### src/rtl/toggle_meter_if.sv
`default_nettype none
// ============================================================================
// Module      : toggle_meter_if
// Description : Measurement/handshake bundle for toggle_meter. The slave
//               modport is the meter, the master modport is whoever drives
//               the measured wave and consumes the published results.
// Revision    : 1.0 - initial release
// ============================================================================
interface toggle_meter_if #(
  parameter int WIDTH = 8
);
  logic             enable;     // active-low: 0 = measure, 1 = halt
  logic             in;         // square wave, asynchronous to clk
  logic             ack;        // consumer accepts the published result
  logic [WIDTH-1:0] high_time;
  logic [WIDTH-1:0] low_time;
  logic             valid;
  logic             sat;
  logic             overrun;

  modport slave (
    input  enable, in, ack,
    output high_time, low_time, valid, sat, overrun
  );

  modport master (
    output enable, in, ack,
    input  high_time, low_time, valid, sat, overrun
  );
endinterface
`default_nettype wire

### src/rtl/toggle_meter.sv
`default_nettype none
// ============================================================================
// Module      : toggle_meter
// Description : Measures how many clk cycles a synchronized square wave
//               spends high and low, publishing each high/low pair through a
//               valid/ack handshake with saturation and overrun reporting.
// Revision    : 1.0 - initial release
// ============================================================================
module toggle_meter #(
  parameter int WIDTH = 8
) (
  input  logic          clk,
  input  logic          reset,     // asynchronous, active-low
  toggle_meter_if.slave bus
);

  localparam logic [WIDTH-1:0] CNT_MAX  = '1;
  localparam logic [WIDTH-1:0] CNT_ZERO = '0;
  localparam logic [WIDTH-1:0] CNT_ONE  = {{(WIDTH-1){1'b0}}, 1'b1};

  typedef enum logic [1:0] {
    IDLE      = 2'd0,
    MEAS_HIGH = 2'd1,
    MEAS_LOW  = 2'd2
  } state_t;

  // Synchronizer chain plus the delayed copy used for edge detection
  logic sync1;
  logic sync2;
  logic sync3;

  logic rise;
  logic fall;

  state_t           state;
  logic [WIDTH-1:0] counter;
  logic [WIDTH-1:0] count_next;
  logic [WIDTH-1:0] shadow_high;
  logic             sat_high;

  logic [WIDTH-1:0] high_time_r;
  logic [WIDTH-1:0] low_time_r;
  logic             valid_r;
  logic             sat_r;
  logic             overrun_r;

  // Two-flop synchronizer and a third stage; all clear together on reset so
  // a stale 1 can never look like an edge after reset is released.
  always_ff @(posedge clk or negedge reset) begin
    if (!reset) begin
      sync1 <= 1'b0;
      sync2 <= 1'b0;
      sync3 <= 1'b0;
    end else begin
      sync1 <= bus.in;
      sync2 <= sync1;
      sync3 <= sync2;
    end
  end

  // A wave transition reaches sync2 two edges later and is acted on at the
  // third edge, giving a three-cycle transition-to-edge latency.
  assign rise = sync2 & ~sync3;
  assign fall = ~sync2 & sync3;

  // The counter sticks at its maximum instead of wrapping.
  assign count_next = (counter == CNT_MAX) ? counter : counter + CNT_ONE;

  // Measurement state machine with registered result outputs and handshake
  always_ff @(posedge clk or negedge reset) begin
    if (!reset) begin
      state       <= IDLE;
      counter     <= CNT_ZERO;
      shadow_high <= CNT_ZERO;
      sat_high    <= 1'b0;
      high_time_r <= CNT_ZERO;
      low_time_r  <= CNT_ZERO;
      valid_r     <= 1'b0;
      sat_r       <= 1'b0;
      overrun_r   <= 1'b0;
    end else begin
      // An accepted ack consumes the result; a publish later in this block
      // overrides valid when a new result lands in the same cycle.
      if (valid_r && bus.ack) begin
        valid_r   <= 1'b0;
        overrun_r <= 1'b0;
      end

      if (bus.enable) begin
        // Halt abandons any measurement in flight; published data is kept.
        state       <= IDLE;
        counter     <= CNT_ZERO;
        shadow_high <= CNT_ZERO;
        sat_high    <= 1'b0;
      end else begin
        case (state)
          IDLE: begin
            counter <= CNT_ZERO;
            if (rise) begin
              state   <= MEAS_HIGH;
              counter <= CNT_ONE;
            end
          end

          MEAS_HIGH: begin
            if (fall) begin
              shadow_high <= counter;
              sat_high    <= (counter == CNT_MAX);
              counter     <= CNT_ONE;
              state       <= MEAS_LOW;
            end else begin
              counter <= count_next;
            end
          end

          MEAS_LOW: begin
            if (rise) begin
              if (!valid_r || bus.ack) begin
                high_time_r <= shadow_high;
                low_time_r  <= counter;
                sat_r       <= sat_high | (counter == CNT_MAX);
                valid_r     <= 1'b1;
              end else begin
                // Previous result still unconsumed: drop this one.
                overrun_r <= 1'b1;
              end
              counter <= CNT_ONE;
              state   <= MEAS_HIGH;
            end else begin
              counter <= count_next;
            end
          end

          default: begin
            state   <= IDLE;
            counter <= CNT_ZERO;
          end
        endcase
      end
    end
  end

  assign bus.high_time = high_time_r;
  assign bus.low_time  = low_time_r;
  assign bus.valid     = valid_r;
  assign bus.sat       = sat_r;
  assign bus.overrun   = overrun_r;

endmodule
`default_nettype wire

### src/flat_wrapper.sv
// flat-port wrapper written by rule: the top's interface ports become plain ports
module toggle_meter_flat 
#(
  parameter int WIDTH = 8
)
  (clk, reset, bus_enable, bus_in, bus_ack, bus_high_time, bus_low_time, bus_valid, bus_sat, bus_overrun);
  toggle_meter_if #(.WIDTH(WIDTH)) bus_i ();
  input  logic clk;
  input  logic reset;
  input wire logic [$bits(bus_i.enable)-1:0] bus_enable;
  input wire logic [$bits(bus_i.in)-1:0] bus_in;
  input wire logic [$bits(bus_i.ack)-1:0] bus_ack;
  output wire logic [$bits(bus_i.high_time)-1:0] bus_high_time;
  output wire logic [$bits(bus_i.low_time)-1:0] bus_low_time;
  output wire logic [$bits(bus_i.valid)-1:0] bus_valid;
  output wire logic [$bits(bus_i.sat)-1:0] bus_sat;
  output wire logic [$bits(bus_i.overrun)-1:0] bus_overrun;
  assign bus_i.enable = bus_enable;
  assign bus_i.in = bus_in;
  assign bus_i.ack = bus_ack;
  assign bus_high_time = bus_i.high_time;
  assign bus_low_time = bus_i.low_time;
  assign bus_valid = bus_i.valid;
  assign bus_sat = bus_i.sat;
  assign bus_overrun = bus_i.overrun;
  toggle_meter #(.WIDTH(WIDTH)) u_core (.clk(clk), .reset(reset), .bus(bus_i));
endmodule
### config.mk
export PLATFORM = sky130hd
export DESIGN_NAME = toggle_meter_flat
export DESIGN_NICKNAME = d
export VERILOG_FILES = /design/src/rtl/toggle_meter_if.sv /design/src/rtl/toggle_meter.sv /design/src/flat_wrapper.sv
export SDC_FILE = /design/constraint.sdc
export NUM_CORES = 1
export LEC_CHECK = 0
export CAP_MARGIN = 20
export CORE_MARGIN = 2
export CORE_UTILIZATION = 25
export DETAILED_ROUTE_END_ITERATION = 16
export SLEW_MARGIN = 20
export SYNTH_ARGS = -nofsm -noshare
export SYNTH_HDL_FRONTEND = slang
export SYNTH_SLANG_ARGS = --single-unit
### constraint.sdc
create_clock -name clk -period 1.5 [get_ports clk]
set_input_delay 0.15 -clock clk [delete_from_list [all_inputs] [get_ports clk]]
set_output_delay 0.15 -clock clk [all_outputs]
set_load 0.005 [all_outputs]
==> impl_metrics.csv <==
group,metric,value,unit
outcome,status,"finished clean",
pwr,ir_worst_vdd,0.0004818,V
synth,synth_area_per_cell,11.73,µm²
worst_setup_path,start_kind,"register",
grt,grt_max_degree,23,
routing,routed_wl,3649,µm
die,die_w,89.57,µm
worst_setup_path,worstPathArrival,1.54,ns
routing,via_per_inst,4.502,
final_layout,antennaDiodeCount,0,
grt,grt.total_usage,10.02,%
worst_setup_path,crit_slowest_cell,"dfrtp_2",
sta,finalSetupViolations,0,
final_layout,drive_above_1_share,26.29,%
routing,drt_pass1_iterations,4,
sta,skew,0.01049,ns
die,initial_core_util,25.51,%
final_layout,fin_nets,199,
die,die_h,89.57,µm
final_layout,regArea,0.001028,mm²
worst_setup_path,path_cells,"ha_1, and3_1, nor4b_1, nor4b_1",
cts,cts_setup_buffers,0,
cts,cts_tree,"yes",
grt,grt_pass1_wl,6265,µm
pwr,fin_total_pwr,2.194,mW
final_layout,fill_cells,716,
placed_design,io_buffers,23,
die,rows,31,
synth,ys_ff_latch,41,
worst_setup_path,worstPathRequired,1.66,ns
cts,cts.sinks,41,
cts,path_clk_slew,0.07,ns
worst_setup_path,cp-end-kind,"register",
cts,htreeDepth,2,
pwr,power_density,902.8,mW/mm²
grt,grt_overflow,0,
final_layout,area.growth.synth_to_final,32.74,%
run,cap_viol_max_count,0,
die,coreArea,0.007176,mm²
synth,synth_nets,162,
sta,drv_slew,0,
hold_path,hold_path.class,"input pin to register",
routing,ant_nets,0,
sta,hold_violations,0,
synth,synth_cells,156,
sta,fin_crit_sh,92.42,%
routing,remaining_drc_errors,0,
synth,yosys_warnings,0,
worst_setup_path,cpMostUsedCell,"nor4b_1",
routing,drtIter0Drc,106,
die,pin_count,24,
grt,antenna_found_initial,0,
sta,fmax,721.3,MHz
worst_setup_path,cp_max_fo,5,
cts,cts_inserted_buffers,5,
sta,rsz0062_at_grt,"no",
synth,netlist_area,0.001831,mm²
synth,yosysSeqAreaShare,56.05,%
synth,synth.distinct_cells,39,
final_layout,final_util,33.86,%
placed_design,dp_hpwl,2633,µm
grt,grt_pass1_vias,1383,
sta,worst_pin_slew,0.4826,ns
pwr,p_leak,1.071,nW
cts,clock_latency,0.29,ns
routing,num_vias,1319,
sta,min_period,1.386,ns
worst_setup_path,worstSetupPathType,"register to register",
cts,clock_path_buffers,2,
routing,wl_per_cell,12.45,µm
worst_setup_path,slowest_delay,0.45,ns
placed_design,place_congestion,0.8052,
cts,root_buffer,"clkbuf_8",
die,dieArea,0.008023,mm²
sta,relSlewSlack,67.83,%
final_layout,multi_input_area,757.0,µm²
## what timing repair did
action,in CTS,in global routing
hold endpoints to repair,19,0
setup endpoints to repair,7,3
hold buffers,1,0
resized for setup,1,4
## area by class of cell
type / count / share of cell area (%)
flip-flops and latches: 41 / 42.33
inverters: 2 / 0.3090
clock buffers: 6 / 3.399
well taps: 99 / 5.098
repair buffers: 40 / 16.17
multi-input cells: 103 / 31.15
clock inverters: 2 / 1.545
## synthesized netlist by cell type (all sizes together)
master	count	share of area (%)
or2b	2	0.82
nand4	2	0.68
nor3b	1	1.0
nand2	23	4.7
and4bb	1	0.68
a21oi	15	4.1
a211oi	1	0.41
nand4bb	1	0.62
xor2	1	0.48
ha	1	0.68
a2111oi	2	1.6
clkbuf	1	0.20
nor4	3	1.0
buf	9	2.6
inv	2	0.41
o211ai	1	0.41
or3	1	0.34
mux2i	1	0.55
a311oi	1	0.48
nor4b	2	0.96
and3	2	0.68
o221ai	1	0.48
o21bai	1	0.41
a31oi	3	1.0
mux2	16	12
o21ai	2	0.55
and4	1	0.48
and2b	2	0.82
nor2	7	1.4
nand3	5	2.1
dfrtp	41	56
nand3b	1	0.41
a22oi	1	0.41
nand2b	1	0.34
nor2b	1	0.34
## report_power, final
part | switching [mW] | leakage (nW) | internal [mW]
sequential | 0.0169 | 0.557 | 1.12
clock | 0.383 | 0.0574 | 0.541
combinational | 0.0671 | 0.457 | 0.0636
## state kept, by name, summed over array words and instances (netlist names)
name,flops
u_core.bus.sat,1
u_core.shadow_high,8
u_core.sync1,1
u_core.bus.high_time,8
u_core.sat_high,1
u_core.bus.low_time,8
u_core.sync2,1
u_core.counter,8
u_core.bus.valid,1
u_core.state,2
u_core.bus.overrun,1
u_core.sync3,1
## stage by stage
step | cell area (µm²) | hold WS, ns | setup TNS, ns | worst slack, ns | cells
after floorplan | 1831 | -0.1456 | 0 | 0.03730 | 156
after detailed placement | 2286 | 0.1364 | -1.191 | -0.08304 | 284
final | 2430 | 0.3015 | 0 | 0.1136 | 293
after global routing | 2430 | 0.3028 | 0 | 0.008617 | 293
after CTS | 2421 | 0.2975 | 0 | 0.02327 | 293
after global placement | 2286 | 0.1287 | -0.7849 | -0.05554 | 284
## metal layers
metal	track usage (%)	up-vias	share of wire [%]
met3	2.742	2	3.9
li1	-	633	-
met1	13.04	660	48
met4	3.121	0	0.55
met5	0	-	0
met2	16.24	24	48
## cells by family after synthesis
logic type / after synthesis / synth area share (%)
AO/OA/AOI/OAI: 28 / 9.912
XOR/XNOR: 1 / 0.4786
adder cells (fa/ha/maj): 1 / 0.6834
buffers and inverters: 12 / 3.212
flip-flops: 41 / 56.05
multiplexers: 17 / 12.24
AND/OR/NAND/NOR: 56 / 17.43
## worst max-delay path, delay by kind of cell, from the launching register on
kind | cells | cell delay [ns]
AND/OR/NAND/NOR | 3 | 0.55
flip-flops | 1 | 0.45
adder cells (fa/ha/maj) | 1 | 0.26
## cells in the final DEF, fill, tap and decap left out, types with 3 or more instances in the layout
master	n
nand3_1	3
clkdlybuf4s50_1	22
mux2_2	7
nor4_1	3
clkbuf_8	6
a31oi_1	3
nand2_1	23
buf_4	13
nor2_1	7
buf_12	3
mux2_4	9
dfrtp_1	39
a21oi_1	15
## path summary, 6_finish.rpt
| check | start | endpoint | slack [ns] | cells past startpoint |
|---|---|---|---|---|
| max | u_core.counter[0] | u_core.counter[7] | 0.11 | 4 |
| min reg2reg | u_core.sync1 | u_core.sync2 | 0.35 | 0 |
| max reg2reg | u_core.counter[0] | u_core.counter[7] | 0.11 | 4 |
| min in group asynchronous | reset | u_core.bus.low_time[1] | 0.35 | 2 |
| min | bus_in | u_core.sync1 | 0.30 | 1 |
| max in group asynchronous | reset | u_core.counter[0] | 0.65 | 3 |
Note: power is estimated with default switching activity, not from simulation.
